`src/rtl/bp_fe_queue_sender.sv`:
```
// FE-side producer of the FE->BE queue: packs fetches and exceptions into
// queue messages, buffers them in a small circular FIFO and offers the head to the BE.
module bp_fe_queue_sender #(
    parameter int vaddr_width_p               = 39,
    parameter int branch_metadata_fwd_width_p = 36,
    parameter int els_p                       = 2,
    localparam int fe_queue_width_lp          = 2 + vaddr_width_p + 32 + branch_metadata_fwd_width_p
) (
    input  logic                                   clk_i,
    input  logic                                   reset_n_i,
    input  logic                                   flush_i,

    input  logic                                   fetch_v_i,
    input  logic [vaddr_width_p-1:0]               fetch_pc_i,
    input  logic [31:0]                            fetch_instr_i,
    input  logic [branch_metadata_fwd_width_p-1:0] fetch_br_metadata_i,

    input  logic                                   exc_v_i,
    input  logic [vaddr_width_p-1:0]               exc_vaddr_i,
    input  logic [2:0]                             exc_code_i,

    output logic                                   ready_o,
    output logic                                   exc_pending_o,

    output logic [fe_queue_width_lp-1:0]           fe_queue_o,
    output logic                                   fe_queue_v_o,
    input  logic                                   fe_queue_ready_i
);

    localparam int ptr_width_lp = $clog2(els_p);
    localparam int cnt_width_lp = ptr_width_lp + 1;
    localparam logic [cnt_width_lp-1:0] els_lp = cnt_width_lp'(els_p);

    typedef enum logic [1:0] {
        e_fe_fetch     = 2'd0,
        e_fe_exception = 2'd1
    } bp_fe_queue_type_e;

    typedef struct packed {
        logic [vaddr_width_p-1:0]               pc;
        logic [31:0]                            instr;
        logic [branch_metadata_fwd_width_p-1:0] branch_metadata_fwd;
    } bp_fe_fetch_s;

    // Padding makes the exception view exactly as wide as the fetch view.
    typedef struct packed {
        logic [vaddr_width_p-1:0]                vaddr;
        logic [2:0]                              exception_code;
        logic [branch_metadata_fwd_width_p+28:0] padding;
    } bp_fe_exception_s;

    typedef union packed {
        bp_fe_fetch_s     fetch;
        bp_fe_exception_s exception;
    } bp_fe_msg_u;

    typedef struct packed {
        bp_fe_queue_type_e msg_type;
        bp_fe_msg_u        msg;
    } bp_fe_queue_s;

    typedef enum logic {
        e_run   = 1'b0,
        e_stall = 1'b1
    } state_e;

    state_e                      state_r, state_n;
    logic [cnt_width_lp-1:0]     count_r;
    logic [ptr_width_lp-1:0]     rptr_r, wptr_r;
    logic [fe_queue_width_lp-1:0] mem [els_p];
    bp_fe_queue_s                enq_msg;
    logic                        enq, deq;

    assign ready_o       = (state_r == e_run) && (count_r < els_lp);
    assign exc_pending_o = (state_r == e_stall);
    assign fe_queue_v_o  = (count_r != '0);
    assign fe_queue_o    = fe_queue_v_o ? mem[rptr_r] : '0;

    assign enq = ready_o & ~flush_i & (exc_v_i | fetch_v_i);
    assign deq = fe_queue_v_o & fe_queue_ready_i & ~flush_i;

    // An exception wins over a same-cycle fetch; the fetch is simply dropped.
    always_comb begin
        enq_msg = '0;
        if (exc_v_i) begin
            enq_msg.msg_type                     = e_fe_exception;
            enq_msg.msg.exception.vaddr          = exc_vaddr_i;
            enq_msg.msg.exception.exception_code = exc_code_i;
        end else begin
            enq_msg.msg_type                      = e_fe_fetch;
            enq_msg.msg.fetch.pc                  = fetch_pc_i;
            enq_msg.msg.fetch.instr               = fetch_instr_i;
            enq_msg.msg.fetch.branch_metadata_fwd = fetch_br_metadata_i;
        end
    end

    always_comb begin
        state_n = state_r;
        case (state_r)
            e_run:   if (enq && exc_v_i) state_n = e_stall;
            e_stall: if (flush_i)        state_n = e_run;
            default: state_n = e_run;
        endcase
    end

    always_ff @(posedge clk_i or negedge reset_n_i) begin
        if (!reset_n_i) begin
            state_r <= e_run;
            count_r <= '0;
            rptr_r  <= '0;
            wptr_r  <= '0;
        end else if (flush_i) begin
            state_r <= e_run;
            count_r <= '0;
            rptr_r  <= '0;
            wptr_r  <= '0;
        end else begin
            state_r <= state_n;
            if (enq) wptr_r <= wptr_r + ptr_width_lp'(1);
            if (deq) rptr_r <= rptr_r + ptr_width_lp'(1);
            case ({enq, deq})
                2'b10:   count_r <= count_r + cnt_width_lp'(1);
                2'b01:   count_r <= count_r - cnt_width_lp'(1);
                default: count_r <= count_r;
            endcase
        end
    end

    // Storage is deliberately left unreset; the output mux hides stale entries.
    always_ff @(posedge clk_i) begin
        if (enq) mem[wptr_r] <= enq_msg;
    end

endmodule

```
`config.mk`:
```
export PLATFORM = sky130hd
export DESIGN_NAME = bp_fe_queue_sender
export DESIGN_NICKNAME = d
export VERILOG_FILES = /design/src/rtl/bp_fe_queue_sender.sv
export SDC_FILE = /design/constraint.sdc
export NUM_CORES = 1
export LEC_CHECK = 0
export CORE_UTILIZATION = 48
export CTS_BUF_LIST = sky130_fd_sc_hd__clkbuf_16
export CTS_CLUSTER_SIZE = 28
export DETAILED_ROUTE_END_ITERATION = 10
export PLACE_DENSITY = 0.81
export SLEW_MARGIN = 20
export SYNTH_ARGS = -nofsm -noshare
export SYNTH_HDL_FRONTEND = slang
export SYNTH_SLANG_ARGS = --single-unit
```
`constraint.sdc`:
```
create_clock -name clk_i -period 13.1 [get_ports clk_i]
set_input_delay 2.62 -clock clk_i [delete_from_list [all_inputs] [get_ports clk_i]]
set_output_delay 2.62 -clock clk_i [all_outputs]
set_load 0.03 [all_outputs]
```
==> impl_metrics.tcl, run 1 <==
set metrics [dict create \
    design_area_um2 12900 \
    cp.arrival_ps 3550 \
    fin_crit_ps 6170 \
    syn_to_final_growth_pct 38.7 \
    async_reset_ff_share_pct 2.26 \
    gp_congestion 0.755 \
    core_area_um2 18800 \
    dpl.hpwl_um 12700 \
    seqPwrFrac_pct 47.5 \
    cts_setup_buffers 0 \
    placed_cells 1103 \
    wl_per_cell_um 17.4 \
    first_iter_violations 235 \
    drive_gt1_share_pct 9.95 \
    synthTopCellsByCount "216 x edfxtp_1, 111 x nor2_1, 108 x mux2i_1" \
    clk_latency_ps 490 \
    tightest_slew_ps 969 \
    p_leak_nw 4.32 \
    worst_setup_path_start_kind "flop" \
    avgSynthCellArea_um2 15.3 \
    clk_path_buf_depth 3 \
    pin_count 267 \
    finalSetupTns_ps 0 \
    cp-end-kind "output port" \
    vias_per_cell 4.98 \
    num_antenna_cells 0 \
    dieHeight_um 141 \
    fin_cells 1144 \
    cpMaxStageDelayCell "dfrtp_4" \
    crit_buf_inv 2 \
    swShare_pct 24.9 \
    cts_max_level 1 \
    synth.top_cell.area_share_pct 69.8 \
    placed_area_um2 12200 \
    cts_made_buffers 23 \
    synthTopCellsByArea "edfxtp_1 70%, mux2i_1 12%, mux2_2 5.1%, nor2_1 4.5%, nor2b_1 4.4%" \
    fmax_ghz 0.162 \
    setup_viol_count_final 0 \
    grt_usage_pct 20.3 \
    final_nets 1023 \
    drc_errors 0 \
    post-synth-top-count-cell "edfxtp_1" \
    synth-main-ff-cell "edfxtp_1" \
    grt_pass1_vias 5928 \
    critPathKind "flop to output port" \
    rows 50 \
    synth_seq_cells 221 \
    ant_nets 0 \
    p_sw_mw 0.439 \
    status "complete, no violations" \
    fin_worst_skew_ps 6.68 \
    clkTransAtPathRegs_ps 60 \
    via_count 5699 \
    start_util_pct 49.3 \
    cts_tree "built" \
    min_path_type "flop to flop" \
    antenna_found_initial 0 \
    cts_root_buf "clkbuf_16" \
    setup_ws_ps 6930 \
    path_cells "buf_4 > mux2i_1 > nor2_1 > clkdlybuf4s50_1" \
    ctsHoldBuffers 0 \
    utilization_pct 68.4 \
    hold_viol 0 \
    relSlewSlack_pct 35.4 \
    ir_drop_v 0.0000945 \
    firstDrtPassIters 4 \
    p_per_area_nw_per_um2 137 \
    maxCapViolCount 0 \
    yosys.area.top_type "edfxtp_1" \
    yosys_warnings 0 \
    synth_cell_types 23 \
    synthCells 606 \
    grt_pass1_wl_um 31100 \
    critPathMaxFanout 56 \
    power.internal_mw 1.33 \
    die-area_um2 19900 \
    clkSinkCount 221 \
    synth_nets 761 \
    wirelength_um 19900 \
    pre_cts_ws_ps 7440 \
    portBuffers 265 \
    synth_edf_count 216 \
    ys_seq_area_share_pct 71.2 \
    grt_max_degree 59 \
    finalCritPeriodShare_pct 47.1 \
    cp_slowest_stage_delay_ps 1020 \
    syn_area_um2 9290 \
    grt_overflow 0 \
    report.final.slew_viol_count 0 \
    rsz0062_at_grt "no" \
    clkPwrFrac_pct 34.4 \
    cts_resized 0 \
    power_frac_comb_pct 18.1 \
    critical_path.top_delay_family "buffers and inverters" \
    die_x_um 141 \
    cp.required_ps 10480 \
]
[worst paths after layout]
check	slack, ps	to	cells past startpoint	start
hold / removal	550	exc_pending_o	2	exc_pending_o
min in group asynchronous	2370	wptr_r	1	reset_n_i
setup reg to reg	10150	mem[0][29]	6	count_r[1]
max in group asynchronous	10490	rptr_r	1	reset_n_i
setup / recovery	6930	fe_queue_o[35]	4	rptr_r
hold reg to reg	550	exc_pending_o	2	exc_pending_o
[placed cells by master (no fill, tap or decap), types with 2 or more instances in the layout]
master	count
mux2i_1	108
clkdlybuf4s50_1	264
bufinv_16	2
clkinv_1	5
mux2_2	42
nor2b_1	65
inv_1	9
o21ai_0	3
nor3_1	2
clkbuf_16	23
clkinv_2	4
a21oi_1	3
dfrtp_1	4
nor2_1	111
buf_4	9
edfxtp_1	216
[per-stage QoR]
| stage | total power [mW] | hold slack (ps) |
|---|---|---|
| after detailed placement | 1.17 | 535 |
| after global placement | 1.17 | 531 |
| after floorplan | 1.04 | 529 |
| after global routing | 1.84 | 611 |
| after CTS | 1.78 | 549 |
| final | 1.76 | 551 |
[state kept, by name (all words and copies together) (netlist names)]
name	cells
mem	216
wptr_r	1
rptr_r	1
exc_pending_o	1
count_r	2
[per-layer routing]
| layer | vias up | wire length (µm) | GRT usage [%] |
|---|---|---|---|
| li1 | 2711 | - | - |
| met1 | 2737 | 7810 | 25.1 |
| met2 | 220 | 9950 | 34.0 |
| met3 | 31 | 1680 | 6.18 |
| met4 | 0 | 433 | 6.35 |
| met5 | - | 0 | 0 |
[power by group through the flow]
stage | logic, mW | registers (mW) | clock network [mW]
finish | 0.320 | 0.838 | 0.607
global route | 0.342 | 0.841 | 0.657
CTS | 0.324 | 0.838 | 0.622
detailed placement | 0.322 | 0.853 | 0
global placement | 0.318 | 0.851 | 0
floorplan | 0.186 | 0.851 | 0
[cell families (layout without fill, tap and decap cells)]
group                     Yosys count  in the layout  synth area share [%]
AOI/OAI and AO/OA                   8              8                 0.552
xor gates and xnor gates            1              1                0.0943
buffers and inverters              40            318                  2.01
DFF                               221            221                  71.2
muxes                             150            150                  16.7
other                               1              1                0.0404
and+or+nand+nor                   185            185                  9.41
[worst min-delay path: stages (launching register included)]
cell and delay, ps:
dfrtp_1 380, a21oi_1 50, nor2_1 80
[cell type report]
class | instances | area [µm²]
multi-input combinational | 345 | 2510
clock inverter | 18 | 135
sequential | 221 | 6620
timing repair buffer | 273 | 2710
inverter | 4 | 15.0
clock buffer | 23 | 576
fill | 1309 | 5950
tap | 260 | 325
Note: power is estimated with default switching activity, not from simulation.
==> inputs of run 2 (changes only) <==
--- a/config.mk
+++ b/config.mk
@@ -5,11 +5,11 @@
 export SDC_FILE = /design/constraint.sdc
 export NUM_CORES = 1
 export LEC_CHECK = 0
-export CORE_UTILIZATION = 48
+export CORE_UTILIZATION = 43
 export CTS_BUF_LIST = sky130_fd_sc_hd__clkbuf_16
 export CTS_CLUSTER_SIZE = 28
 export DETAILED_ROUTE_END_ITERATION = 10
-export PLACE_DENSITY = 0.81
+export PLACE_DENSITY = 0.76
 export SLEW_MARGIN = 20
 export SYNTH_ARGS = -nofsm -noshare
 export SYNTH_HDL_FRONTEND = slang
==> constraint.sdc (replaced) <==
create_clock -name clk_i -period 5 [get_ports clk_i]
set_input_delay 1 -clock clk_i [delete_from_list [all_inputs] [get_ports clk_i]]
set_output_delay 1 -clock clk_i [all_outputs]
set_load 0.03 [all_outputs]
==> impl_metrics.tcl, run 2 (synthesized netlist as in run 1, its figures left out) <==
set metrics [dict create \
    core_area_um2 21100 \
    power.internal_mw 3.53 \
    pre_cts_ws_ps 1570 \
    num_antenna_cells 0 \
    power_frac_comb_pct 18.1 \
    ctsHoldBuffers 0 \
    cts_root_buf "clkbuf_16" \
    pin_count 267 \
    cts_resized 0 \
    wl_per_cell_um 17.0 \
    ir_drop_v 0.000195 \
    cts_made_buffers 23 \
    drc_errors 0 \
    fin_worst_skew_ps 7.75 \
    utilization_pct 61.5 \
    top_regs "mem: 216 flops, count_r: 2 flops" \
    vias_per_cell 4.89 \
    die-area_um2 22200 \
    setup_ws_ps 1170 \
    relSlewSlack_pct 38.9 \
    dpl.hpwl_um 12700 \
    p_sw_mw 1.16 \
    p_per_area_nw_per_um2 361 \
    finalCritPeriodShare_pct 76.5 \
    min_path_type "flop to flop" \
    rows 53 \
    path_cells "buf_4 > mux2i_1 > nor2_1 > clkdlybuf4s50_1" \
    report.final.slew_viol_count 0 \
    antenna_found_initial 0 \
    critPathMaxFanout 39 \
    final_nets 1023 \
    via_count 5671 \
    grt_pass1_wl_um 30400 \
    cp.required_ps 4000 \
    drive_gt1_share_pct 10.1 \
    ant_nets 0 \
    cts_tree "built" \
    crit_buf_inv 2 \
    grt_usage_pct 17.7 \
    clkTransAtPathRegs_ps 60 \
    grt_overflow 0 \
    clk_latency_ps 500 \
    critPathKind "flop to output port" \
    firstDrtPassIters 4 \
    wirelength_um 19700 \
    tightest_slew_ps 917 \
    p_leak_nw 4.34 \
    start_util_pct 44.1 \
    largest_reg_flops 216 \
    finalSetupTns_ps 0 \
    swShare_pct 24.7 \
    cts_setup_buffers 0 \
    first_iter_violations 168 \
    cp_slowest_stage_delay_ps 870 \
    fmax_ghz 0.261 \
    finalPower_mw 4.69 \
    clkSinkCount 221 \
    maxCapViolCount 0 \
    cp.arrival_ps 2830 \
    final_cell_mix "264 x clkdlybuf4s50_1, 216 x edfxtp_1, 111 x nor2_1" \
    clkPwrFrac_pct 35.1 \
    status "complete, no violations" \
    fin_crit_ps 3830 \
    syn_to_final_growth_pct 39.7 \
    cpMaxStageDelayCell "dfrtp_4" \
    rsz0062_at_grt "no" \
    grt_max_degree 109 \
    critical_path.top_delay_family "buffers and inverters" \
    worst_setup_path_start_kind "flop" \
    mostFrequentLayoutCell "clkdlybuf4s50_1" \
    hold_viol 0 \
    gp_congestion 0.721 \
    clk_path_buf_depth 3 \
    portBuffers 265 \
    cts_max_level 1 \
    fillers 1636 \
    grt_pass1_vias 5757 \
    cp-end-kind "output port" \
    regMostFlops "mem" \
    die_x_um 149 \
    seqCellArea_um2 6620 \
    dieHeight_um 149 \
    seqPwrFrac_pct 46.7 \
    setup_viol_count_final 0 \
    multi_input_area_um2 2520 \
]
-- run 2: cell types whose count changed in the layout (fill, tap and decap cells not counted), sizes merged --
cell | previous run | this run
bufinv | 2 | 3
inv | 10 | 8
clkinvlp | 0 | 1
-- run 2: worst reg2reg max path: cells and delay by family, from the launching register on --
family                 cells  cell delay, ps
buffers and inverters      2             830
flip-flops                 1             440
AND/OR/NAND/NOR            2             590
AO/OA/AOI/OAI              1             230
-- run 2: routing by layer --
metal  global-route usage (%)  up-vias  part of all wire (%)
met1                     21.2     2736                    39
met3                     5.02       25                   7.6
met4                     5.26        0                   2.2
met2                     30.8      193                    51
met5                        0        -                     0
li1                         -     2717                     -
-- run 2: area by class of cell --
| class | count | area share, % |
|---|---|---|
| clock buffer | 23 | 4.44 |
| clock inverter | 18 | 1.23 |
| inverter | 4 | 0.116 |
| multi-input combinational | 345 | 19.4 |
| sequential | 221 | 51.0 |
| tap | 275 | 2.65 |
| timing repair buffer | 273 | 21.2 |
-- run 2: power groups by stage --
| stage | sequential (mW) | clock, mW | combinational (mW) |
|---|---|---|---|
| CTS | 2.19 | 1.69 | 0.864 |
| global placement | 2.22 | 0 | 0.849 |
| global route | 2.20 | 1.76 | 0.907 |
| detailed placement | 2.23 | 0 | 0.858 |
| finish | 2.19 | 1.65 | 0.850 |
| floorplan | 2.21 | 0 | 0.491 |
-- run 2: metrics by stage --
| step | instance area, µm² | std cells | hold slack [ps] |
|---|---|---|---|
| after global placement | 12200 | 1118 | 503 |
| after detailed placement | 12200 | 1118 | 536 |
| final | 13000 | 1159 | 543 |
| after floorplan | 9310 | 606 | 576 |
| after CTS | 13000 | 1159 | 553 |
| after global routing | 13000 | 1159 | 586 |
-- run 2: path summary, 6_finish.rpt --
path | from | end | slack [ps] | cells after the start
max | rptr_r | fe_queue_o[87] | 1170 | 4
min | exc_pending_o | exc_pending_o | 540 | 2
max reg2reg | count_r[1] | mem[1][73] | 2490 | 5
min reg2reg | exc_pending_o | exc_pending_o | 540 | 2
max in group asynchronous | reset_n_i | rptr_r | 4010 | 1
min in group asynchronous | reset_n_i | count_r[0] | 740 | 1
==> edit, RTL diff (settings of run 2) <==
Make the reset (`reset_n_i`) synchronous in one clocked block.
--- a/src/rtl/bp_fe_queue_sender.sv
+++ b/src/rtl/bp_fe_queue_sender.sv
@@ -105,3 +105,3 @@
 
-    always_ff @(posedge clk_i or negedge reset_n_i) begin
+    always_ff @(posedge clk_i) begin
         if (!reset_n_i) begin
Behaviour: differs if reset_n_i is asserted again (counterexample within 4 cycles, from zero or initial values and one cycle with reset_n_i low); with reset_n_i held inactive, the same outputs for 4 cycles.
==> edit against run 2 <==
Area after synthesis up 0.81%. Sequential share of layout area up 0.25 points. Worst setup slack better by 0.11 ns. Critical path type unchanged. Critical path depth unchanged. Highest routed layer unchanged. Critical endpoint is now fe_queue_o[49]. Final area down 0.56%. Total power down 11%. Sequential cell count up 1. Routed wire length down 0.77%.
==> edit: results (changes against run 2) <==
outcome=finished clean; post-synth net total=768 (+0.92%); clk_skew=0.007128 ns (-0.0006272 ns); GR Util met1=0.2111 (-0.001352); Worst path max stage delay=0.72 ns (-0.15 ns); PwrDens=324.8 mW/mm^2 (-10%); Cells after DPL=1,123 (+0.45%); hold slack=0.5096 ns (-0.03296 ns); Final nets=1,029 (+0.59%); # fillers=1,640 (+0.24%); WL met2=9.811 mm (-2.2%); Critical Path AT=2.72 ns (-0.11 ns); met2 Usage GRT=0.3028 (-0.005129); sequential area share after synthesis=0.7054 (-0.006239); gr usage total=0.1744 (-0.002526); First DRT Iteration DRCs=158 (-6.0%); Setup crit end=fe_queue_o[49]; part of the cycle the worst path needs=0.7439 (-0.02139); Worst Path Max Fanout=61 (+56%); Final Util=0.6081 (-0.007266); layout cells sized above 1=0.09674 (-0.003941); Async SR Flop Fraction=0 (-0.02262); WL met1=7.700 mm (-0.71%); GP Congestion=0.7685 (+6.6%); met3 wire length=1.559 mm (+4.5%); RR Startpoint=count_r[1]; Logic pwr share=0.117 (-0.064); critical path's slowest cell=dfxtp_4; worst r2r dst=mem[1][33]; R2R Setup Slk=2.79 ns (+0.30 ns); Worst-Margin Slew=0.8697 ns (-0.04746 ns); global-route wire length before repair=30.24 mm (-0.61%); non-filler cells, final=1,164 (+0.43%); Cells after Synth=612 (+0.99%); vias in the first global route=5,753 (-0.069%); DP Wirelength=12.55 mm (-1.5%); Worst Hold End=rptr_r; grt met3 use=0.04421 (-0.005946); drt total wl=19.57 mm (-0.77%); P_sw=0.0009231 W (-20%); DP Area=0.01223 sq mm (-0.13%)
edit: kinds of logic after synthesis:
kind of cell / Yosys count / share of synthesized area
AOI/OAI and AO/OA: 8 / 0.005076
xor gates and xnor gates: 3 / 0.002806
adders and majority gates: 1 / 0.001336
buffers and inverters: 42 / 0.02645
DFF: 222 / 0.7054
muxes: 150 / 0.1659
other: 1 / 0.0004004
and+or+nand+nor: 185 / 0.09258
edit: final cells by class:
| class | instances | area share |
|---|---|---|
| timing repair buffer | 274 | 0.2116 |
| clock inverter | 18 | 0.008047 |
| multi-input combinational | 348 | 0.1958 |
| clock buffer | 23 | 0.04460 |
| sequential | 222 | 0.5122 |
| tap | 275 | 0.02666 |
| inverter | 4 | 0.001163 |
edit: worst register-to-register path: stages, from the launching register on:
cell and delay [ns]:
dfxtp_1 0.39, nor2_1 0.26, o211ai_1 0.28, nor2_4 0.17
buf_4 0.66
